File: src/rtl/execute_pipe.sv
// execute_pipe: execute stage of the lc3b pipeline, between decode and mem.
//   Computes the ALU result, the effective address (base + offset, optionally
//   offset<<1) and NZP condition codes for the result. Results are held in an
//   output register so that mem-stage stalls back-pressure cleanly.
//
// Configuration macro: EXECUTE_MUL_EN
//   defined   : aluop 7 (MUL) runs an iterative shift-add multiplier,
//               latency WIDTH+1, busy high while it runs.
//   undefined : no multiplier; aluop 7 completes in one cycle with result 0.
//
// Handshake: a transfer happens on a rising edge where valid & ready are both
//   high. in_ready never depends on in_valid. out_valid, once high, stays high
//   with all out_* stable until a cycle with out_ready high; a new result may
//   load on that same edge. flush is synchronous and overrides everything.
//
// Ports:
//   clk, reset             clock; asynchronous active-high reset
//   in_valid / in_ready    decode-side handshake
//   in_aluop               0 ADD,1 AND,2 NOT,3 PASS(b),4 SLL,5 SRL,6 SRA,7 MUL
//   in_a, in_b             operands (shift amount is in_b[SHAMT-1:0])
//   in_base, in_offset     address base and sign-extended offset
//   in_lshf                shift offset left by one before the add
//   in_dr, in_load_regfile, in_load_cc   forwarded writeback controls
//   flush                  squash held result and any in-flight multiply
//   out_valid / out_ready  mem-side handshake
//   out_result, out_address, out_cc, out_dr, out_load_regfile, out_load_cc
//   busy                   multiply in progress
//   dbg_state              FSM state (0 IDLE, 1 MUL_RUN, 2 MUL_HOLD)
module execute_pipe #(
  parameter int WIDTH    = 16,
  parameter int REG_BITS = 3,
  parameter int SHAMT    = $clog2(WIDTH)
) (
  input  logic                clk,
  input  logic                reset,
  input  logic                in_valid,
  output logic                in_ready,
  input  logic [2:0]          in_aluop,
  input  logic [WIDTH-1:0]    in_a,
  input  logic [WIDTH-1:0]    in_b,
  input  logic [WIDTH-1:0]    in_base,
  input  logic [WIDTH-1:0]    in_offset,
  input  logic                in_lshf,
  input  logic [REG_BITS-1:0] in_dr,
  input  logic                in_load_regfile,
  input  logic                in_load_cc,
  input  logic                flush,
  output logic                out_valid,
  input  logic                out_ready,
  output logic [WIDTH-1:0]    out_result,
  output logic [WIDTH-1:0]    out_address,
  output logic [2:0]          out_cc,
  output logic [REG_BITS-1:0] out_dr,
  output logic                out_load_regfile,
  output logic                out_load_cc,
  output logic                busy,
  output logic [1:0]          dbg_state
);

  typedef enum logic [1:0] {IDLE = 2'd0, MUL_RUN = 2'd1, MUL_HOLD = 2'd2} state_t;

  state_t r_state, w_next_state;

  logic                w_out_free;
  logic                w_accept;
  logic [SHAMT-1:0]    w_shamt;
  logic [WIDTH-1:0]    w_alu;
  logic [WIDTH-1:0]    w_offset;
  logic [WIDTH-1:0]    w_address;

  logic                w_ld;
  logic [WIDTH-1:0]    w_ld_result;
  logic [WIDTH-1:0]    w_ld_address;
  logic [REG_BITS-1:0] w_ld_dr;
  logic                w_ld_lr;
  logic                w_ld_lcc;

  function automatic logic [2:0] nzp(input logic [WIDTH-1:0] v);
    logic [2:0] cc;
    if (v[WIDTH-1])   cc = 3'b100;
    else if (v == '0) cc = 3'b010;
    else              cc = 3'b001;
    return cc;
  endfunction

  // The output slot is free when empty or being drained this cycle.
  assign w_out_free = ~out_valid | out_ready;
  assign in_ready   = (r_state == IDLE) & w_out_free & ~flush;
  assign w_accept   = in_valid & in_ready;
  assign busy       = (r_state != IDLE);
  assign dbg_state  = r_state;

  assign w_shamt = in_b[SHAMT-1:0];

  always_comb begin
    w_alu = '0;
    case (in_aluop)
      3'd0:    w_alu = in_a + in_b;
      3'd1:    w_alu = in_a & in_b;
      3'd2:    w_alu = ~in_a;
      3'd3:    w_alu = in_b;
      3'd4:    w_alu = in_a << w_shamt;
      3'd5:    w_alu = in_a >> w_shamt;
      3'd6:    w_alu = $unsigned($signed(in_a) >>> w_shamt);
      default: w_alu = '0;  // MUL: zero here; the multiplier supplies it when built
    endcase
  end

  assign w_offset  = in_lshf ? {in_offset[WIDTH-2:0], 1'b0} : in_offset;
  assign w_address = in_base + w_offset;

  always_ff @(posedge clk or posedge reset) begin
    if (reset) r_state <= IDLE;
    else       r_state <= w_next_state;
  end

`ifdef EXECUTE_MUL_EN
  logic                w_is_mul;
  logic                w_mul_start;
  logic                w_mul_load;
  logic                w_mul_last;
  logic [WIDTH-1:0]    w_mul_sum;
  logic [WIDTH-1:0]    w_mul_final;
  logic [WIDTH-1:0]    r_mul_a;
  logic [WIDTH-1:0]    r_mul_b;
  logic [WIDTH-1:0]    r_mul_acc;
  logic [WIDTH-1:0]    r_mul_address;
  logic [REG_BITS-1:0] r_mul_dr;
  logic                r_mul_lr;
  logic                r_mul_lcc;
  logic [SHAMT-1:0]    r_cnt;

  assign w_is_mul   = (in_aluop == 3'd7);
  assign w_mul_sum  = r_mul_acc + (r_mul_b[0] ? r_mul_a : '0);
  assign w_mul_last = (r_cnt == SHAMT'(WIDTH - 1));
  // In MUL_RUN the last partial sum is still combinational; in MUL_HOLD it
  // has already been captured in the accumulator.
  assign w_mul_final = (r_state == MUL_RUN) ? w_mul_sum : r_mul_acc;

  always_comb begin
    w_next_state = r_state;
    w_mul_start  = 1'b0;
    w_mul_load   = 1'b0;
    case (r_state)
      IDLE: begin
        if (w_accept && w_is_mul) begin
          w_next_state = MUL_RUN;
          w_mul_start  = 1'b1;
        end
      end
      MUL_RUN: begin
        if (w_mul_last) begin
          if (w_out_free) begin
            w_mul_load   = 1'b1;
            w_next_state = IDLE;
          end else begin
            w_next_state = MUL_HOLD;
          end
        end
      end
      MUL_HOLD: begin
        if (w_out_free) begin
          w_mul_load   = 1'b1;
          w_next_state = IDLE;
        end
      end
      default: w_next_state = IDLE;
    endcase
    if (flush) begin
      w_next_state = IDLE;
      w_mul_start  = 1'b0;
      w_mul_load   = 1'b0;
    end
  end

  // Shift-add: multiplicand moves left, multiplier right, one bit per cycle.
  always_ff @(posedge clk or posedge reset) begin
    if (reset) begin
      r_mul_a       <= '0;
      r_mul_b       <= '0;
      r_mul_acc     <= '0;
      r_mul_address <= '0;
      r_mul_dr      <= '0;
      r_mul_lr      <= 1'b0;
      r_mul_lcc     <= 1'b0;
      r_cnt         <= '0;
    end else if (flush) begin
      r_cnt <= '0;
    end else if (w_mul_start) begin
      r_mul_a       <= in_a;
      r_mul_b       <= in_b;
      r_mul_acc     <= '0;
      r_mul_address <= w_address;
      r_mul_dr      <= in_dr;
      r_mul_lr      <= in_load_regfile;
      r_mul_lcc     <= in_load_cc;
      r_cnt         <= '0;
    end else if (r_state == MUL_RUN) begin
      r_mul_acc <= w_mul_sum;
      r_mul_a   <= r_mul_a << 1;
      r_mul_b   <= r_mul_b >> 1;
      r_cnt     <= r_cnt + 1'b1;
    end
  end

  assign w_ld         = (w_accept & ~w_is_mul) | w_mul_load;
  assign w_ld_result  = w_mul_load ? w_mul_final   : w_alu;
  assign w_ld_address = w_mul_load ? r_mul_address : w_address;
  assign w_ld_dr      = w_mul_load ? r_mul_dr      : in_dr;
  assign w_ld_lr      = w_mul_load ? r_mul_lr      : in_load_regfile;
  assign w_ld_lcc     = w_mul_load ? r_mul_lcc     : in_load_cc;
`else
  always_comb begin
    w_next_state = IDLE;
  end

  assign w_ld         = w_accept;
  assign w_ld_result  = w_alu;
  assign w_ld_address = w_address;
  assign w_ld_dr      = in_dr;
  assign w_ld_lr      = in_load_regfile;
  assign w_ld_lcc     = in_load_cc;
`endif

  // Output register: data only changes on a load, so a stalled result holds.
  always_ff @(posedge clk or posedge reset) begin
    if (reset) begin
      out_valid        <= 1'b0;
      out_result       <= '0;
      out_address      <= '0;
      out_cc           <= '0;
      out_dr           <= '0;
      out_load_regfile <= 1'b0;
      out_load_cc      <= 1'b0;
    end else if (flush) begin
      out_valid <= 1'b0;
    end else if (w_ld) begin
      out_valid        <= 1'b1;
      out_result       <= w_ld_result;
      out_address      <= w_ld_address;
      out_cc           <= nzp(w_ld_result);
      out_dr           <= w_ld_dr;
      out_load_regfile <= w_ld_lr;
      out_load_cc      <= w_ld_lcc;
    end else if (out_ready) begin
      out_valid <= 1'b0;
    end
  end

endmodule
File: config.mk
export PLATFORM = sky130hd
export DESIGN_NAME = execute_pipe
export DESIGN_NICKNAME = d
export VERILOG_FILES = /design/src/rtl/execute_pipe.sv
export SDC_FILE = /design/constraint.sdc
export NUM_CORES = 1
export LEC_CHECK = 0
export BUFFER_PORTS_ARGS = -buffer_cell sky130_fd_sc_hd__buf_2
export CELL_PAD_IN_SITES_DETAIL_PLACEMENT = 1
export CELL_PAD_IN_SITES_GLOBAL_PLACEMENT = 1
export CORE_MARGIN = 2
export CORE_UTILIZATION = 45
export DETAILED_ROUTE_END_ITERATION = 16
export PLACE_DENSITY = 0.88
export SETUP_SLACK_MARGIN = 0.02
export SLEW_MARGIN = 10
export SYNTH_ARGS = -nofsm -noshare
export SYNTH_HDL_FRONTEND = slang
export SYNTH_SLANG_ARGS = --single-unit
export TNS_END_PERCENT = 50
File: constraint.sdc
create_clock -name clk -period 5.9 [get_ports clk]
set_clock_uncertainty 0.2 [all_clocks]
set_input_delay 1.475 -clock clk [delete_from_list [all_inputs] [get_ports clk]]
set_output_delay 1.475 -clock clk [all_outputs]
set_load 0.005 [all_outputs]
==> impl_summary.md <==
Timing
Setup repair after global routing left no endpoint under its margin. The worst pin sits at a relative slew slack of 0.326. Derived from the worst setup path, the maximum achievable clock frequency is 210 MHz.

The time the final worst path needs with I/O delays and setup is 4.77 ns. The number of hold violations in the final report came to 0. Setup violations remaining at the end of the flow were counted as 0.

For the final routed database, the setup TNS stands at 0 ns. The worst hold margin is 0.273 ns. At the pin with the least slew margin, the transition time is 0.997 ns. The final period utilization is 0.808.

The final count of pins violating max slew is 0.

Global routing
Entering global routing, the biggest net connects 60 pins. The number of global-route vias before repair is between 6k and 7k. The total overflow reported by the global router is 0.

The global routing usage summed across all routing layers is 0.321. The number of antenna violations at the first check in global routing was 0. The first global-routing pass estimated 33.5 mm of wire.

CTS
The post-cts gate resize count is 0. The number of setup buffers added after CTS is 0. The number of hold buffers added after CTS was 0. Buffers inserted during clock tree synthesis total 5. The library cell used as clock root buffer is clkbuf_16. In this run the number of H-tree levels came out at 2. For this design, the sink count on the clock tree is 40.

TritonCTS built the clock tree. The clock reaches the later pin of the worst-skew pair after just under 0.3 ns. After clock tree synthesis, the clock-pin slew on the worst setup and hold paths is ~0.060 ns. The clock tree buffer depth is 2.

Status
The run finished with clean final reports.

Worst setup path
The highest-delay cell along the critical path is buf_2. The timing endpoint of the critical path is out_cc[0]. The capture instance of the worst register-to-register path is out_cc[0].

The critical path goes through buf_2, inv_2, fa_1, nor2b_1, o2111ai_1, nand4_1, a31oi_1, o21ai_0, nor4b_1, a211o_1, o31a_1. In this design, the stage delay of the slowest critical-path cell is roughly 0.54 ns. The arrival time at the worst endpoint is 4.74 ns.

The kind of cell adding the most delay to the critical path is compound AO/OA/AOI/OAI gates. Counting buffers and inverters, the worst setup path is 11 cells deep. The required time of the critical path is 5.87 ns. The type of the worst setup path is input port to flip-flop.

In this run the critical register-to-register path is launched from out_valid. STA classifies the critical path startpoint as an input port. The maximum net fanout on the critical path is 33. The depth of the worst register-to-register path is 9.

Counting both buffers and inverters, the worst setup path holds a total of 2. In this run the register-to-register setup slack is 3.17 ns. The timing startpoint of the critical path is in_b[1].

The type of element capturing the critical path is a flip-flop.

Job
The count of maximum capacitance violations is 0.

Placement
During placement, the flow inserted port buffers numbering ~120. Routability-driven placement finished with a final weighted congestion of 0.983. After legalization and detailed placement, the total HPWL measured 16.4 mm.

After detailed placement, the total cell area comes to about 6200 um2.

Pwr
Summing internal, switching and leakage power gives 1.22 mW. The power per cell area is 191 nW/um2. The maximum ir drop on the vdd rail is 114 uV. In this run the static leakage power is just under 3 nW.

Logic synthesis
Yosys mapped the design onto 73 distinct sky130hd cell types. The cell type contributing the most total cell area after synthesis is dfrtp_1. Averaged over all synthesized cells, the footprint is 8.23 um2. In the synthesized netlist the dominant register cell turns out to be dfrtp_1. Ranked by total cell area, the synthesized netlist is headed by dfrtp_1, ha_1, mux2_2. The part of the Yosys area used for sequential elements is 0.178. In this run, synthesis produced a sequential element count of 40.

Yosys instantiated no cell more often than nand2_1. The commonest cells after synthesis are nand2_1, nor2_1, o21ai_0. The number of enable flip-flop cells after synthesis is 0.

The synthesized netlist occupies a cell area of 5630 um2. The share of Yosys cell area claimed by the top area cell type is 0.178. Counting every instance in the synthesized netlist gives 684. The fraction of registers with async set or reset after synthesis is 1.00. Yosys printed 0 warnings.

Route
For this block, the via count after detailed routing is 6120. In the routed layout, each cell is associated on average with a via count of 6.52. The post-route antenna net violation count is 0. The routed length per instance is 23.0 um. The DRC violation count after routing is 0.

The detailed-router iteration count before antenna repair is 5. The final wirelength is ~22 mm. After the first detailed-routing iteration, the DRC count stood at 448.

Hold path
In this run the most critical hold path is launched from out_result[6]. The tightest min-delay check is of the flip-flop to flip-flop type.

Floorplan
The vertical die dimension is 116 um. The die covers 13400 um2. The width of the die is 116 um. The area inside the core boundary is 12100 um2.

The cell row count is 40. The effective utilization at floorplan is 0.465. The I/O pin total is 123.

Layout
0 antenna diodes ended up in the layout. The net count reported at finish is just under 900. The ratio of cells with drive above 1 in the final layout is 0.268. The cell area after layout is between 6000 and 7000 um2. The area added between synthesis and finish is 13.3%.
placed cells by master, fill, tap and decap left out, drive strengths merged, types with 4 or more instances in the layout:
cell     synthesis  routed
o31ai            5       5
xnor2            5       5
a21o             6       6
nand3b           4       4
o21ai           48      48
o221ai           4       4
a2bb2oi          4       4
o211ai           7       7
nand2b           6       6
nor3b            6       6
a21oi           30      30
a22oi            4       4
a31oi           10      10
o22ai           11      11
nand3           20      20
nor2b           11      11
xor2            10      10
nand2           93      93
mux2            37      37
ha              32      32
buf             29     129
dfrtp           40      40
nand4            9       9
inv             22      22
and3             9       9
nor3            15      15
a211oi          14      14
or2              6       6
mux4            23      23
nor2            49      49
clkbuf          24       5
or3              6       6
mux2i           31      31
tightest hold or removal path, stage by stage (launching register included):
cell,delay (ns)
dfrtp_1,0.34
nand2_1,0.05
nand2_1,0.05
where the power goes:
| group | total [mW] | leakage [nW] | internal, mW | switching [mW] |
|---|---|---|---|---|
| Sequential | 0.361 | 0.501 | 0.330 | 0.0311 |
| Combinational | 0.583 | 2.38 | 0.247 | 0.336 |
| Clock | 0.272 | 0.0736 | 0.156 | 0.116 |
| Total | 1.22 | 2.95 | 0.733 | 0.483 |
state kept, by name, summed over array words and instances (netlist names):
register          count
out_dr                3
out_load_cc           1
out_cc                2
out_load_regfile      1
out_result           16
out_valid             1
out_address          16
worst min-delay path by stage:
stage                            to  depth (start not counted)
floorplan           out_address[10]                          2
global placement        out_load_cc                          2
detailed placement    out_result[6]                          2
CTS                   out_result[2]                          2
global route          out_result[6]                          2
finish                out_result[6]                          2
per-stage QoR:
step                utilization  setup WS (ns)  cells
CTS                       0.527           1.23    938
detailed placement        0.515          0.960    930
global placement          0.515           1.01    930
finish                    0.527           1.13    938
floorplan                     -           1.20    686
global route              0.527          0.943    938
layout make-up:
| class | instances | area (um2) |
|---|---|---|
| clock buffers | 5 | 125 |
| clock inverters | 3 | 18.8 |
| fillers | 1545 | 5730 |
| inverters | 22 | 82.6 |
| multi-input cells | 571 | 4270 |
| flip-flops and latches | 40 | 1000 |
| well taps | 168 | 210 |
| repair buffers | 129 | 671 |
metal layers:
layer	vias up	share of wire	wire length [um]	track usage
li1	2751	-	-	-
met1	2995	0.40	8630	0.392
met2	318	0.48	10300	0.554
met3	56	0.080	1730	0.0581
met4	0	0.041	892	0.139
met5	-	0	0	0
kinds of logic (layout without fill, tap and decap cells):
group / after synthesis / after routing / share of synthesized area
other cells: 1 / 3 / 0.000666
simple gates: 251 / 251 / 0.217
xor+xnor: 15 / 15 / 0.0233
compound gates: 177 / 177 / 0.210
flops: 40 / 40 / 0.178
buf+inv: 75 / 159 / 0.0658
mux: 91 / 91 / 0.228
fa+ha+maj: 34 / 34 / 0.0782
No activity file was read; power rests on OpenSTA's default activity.
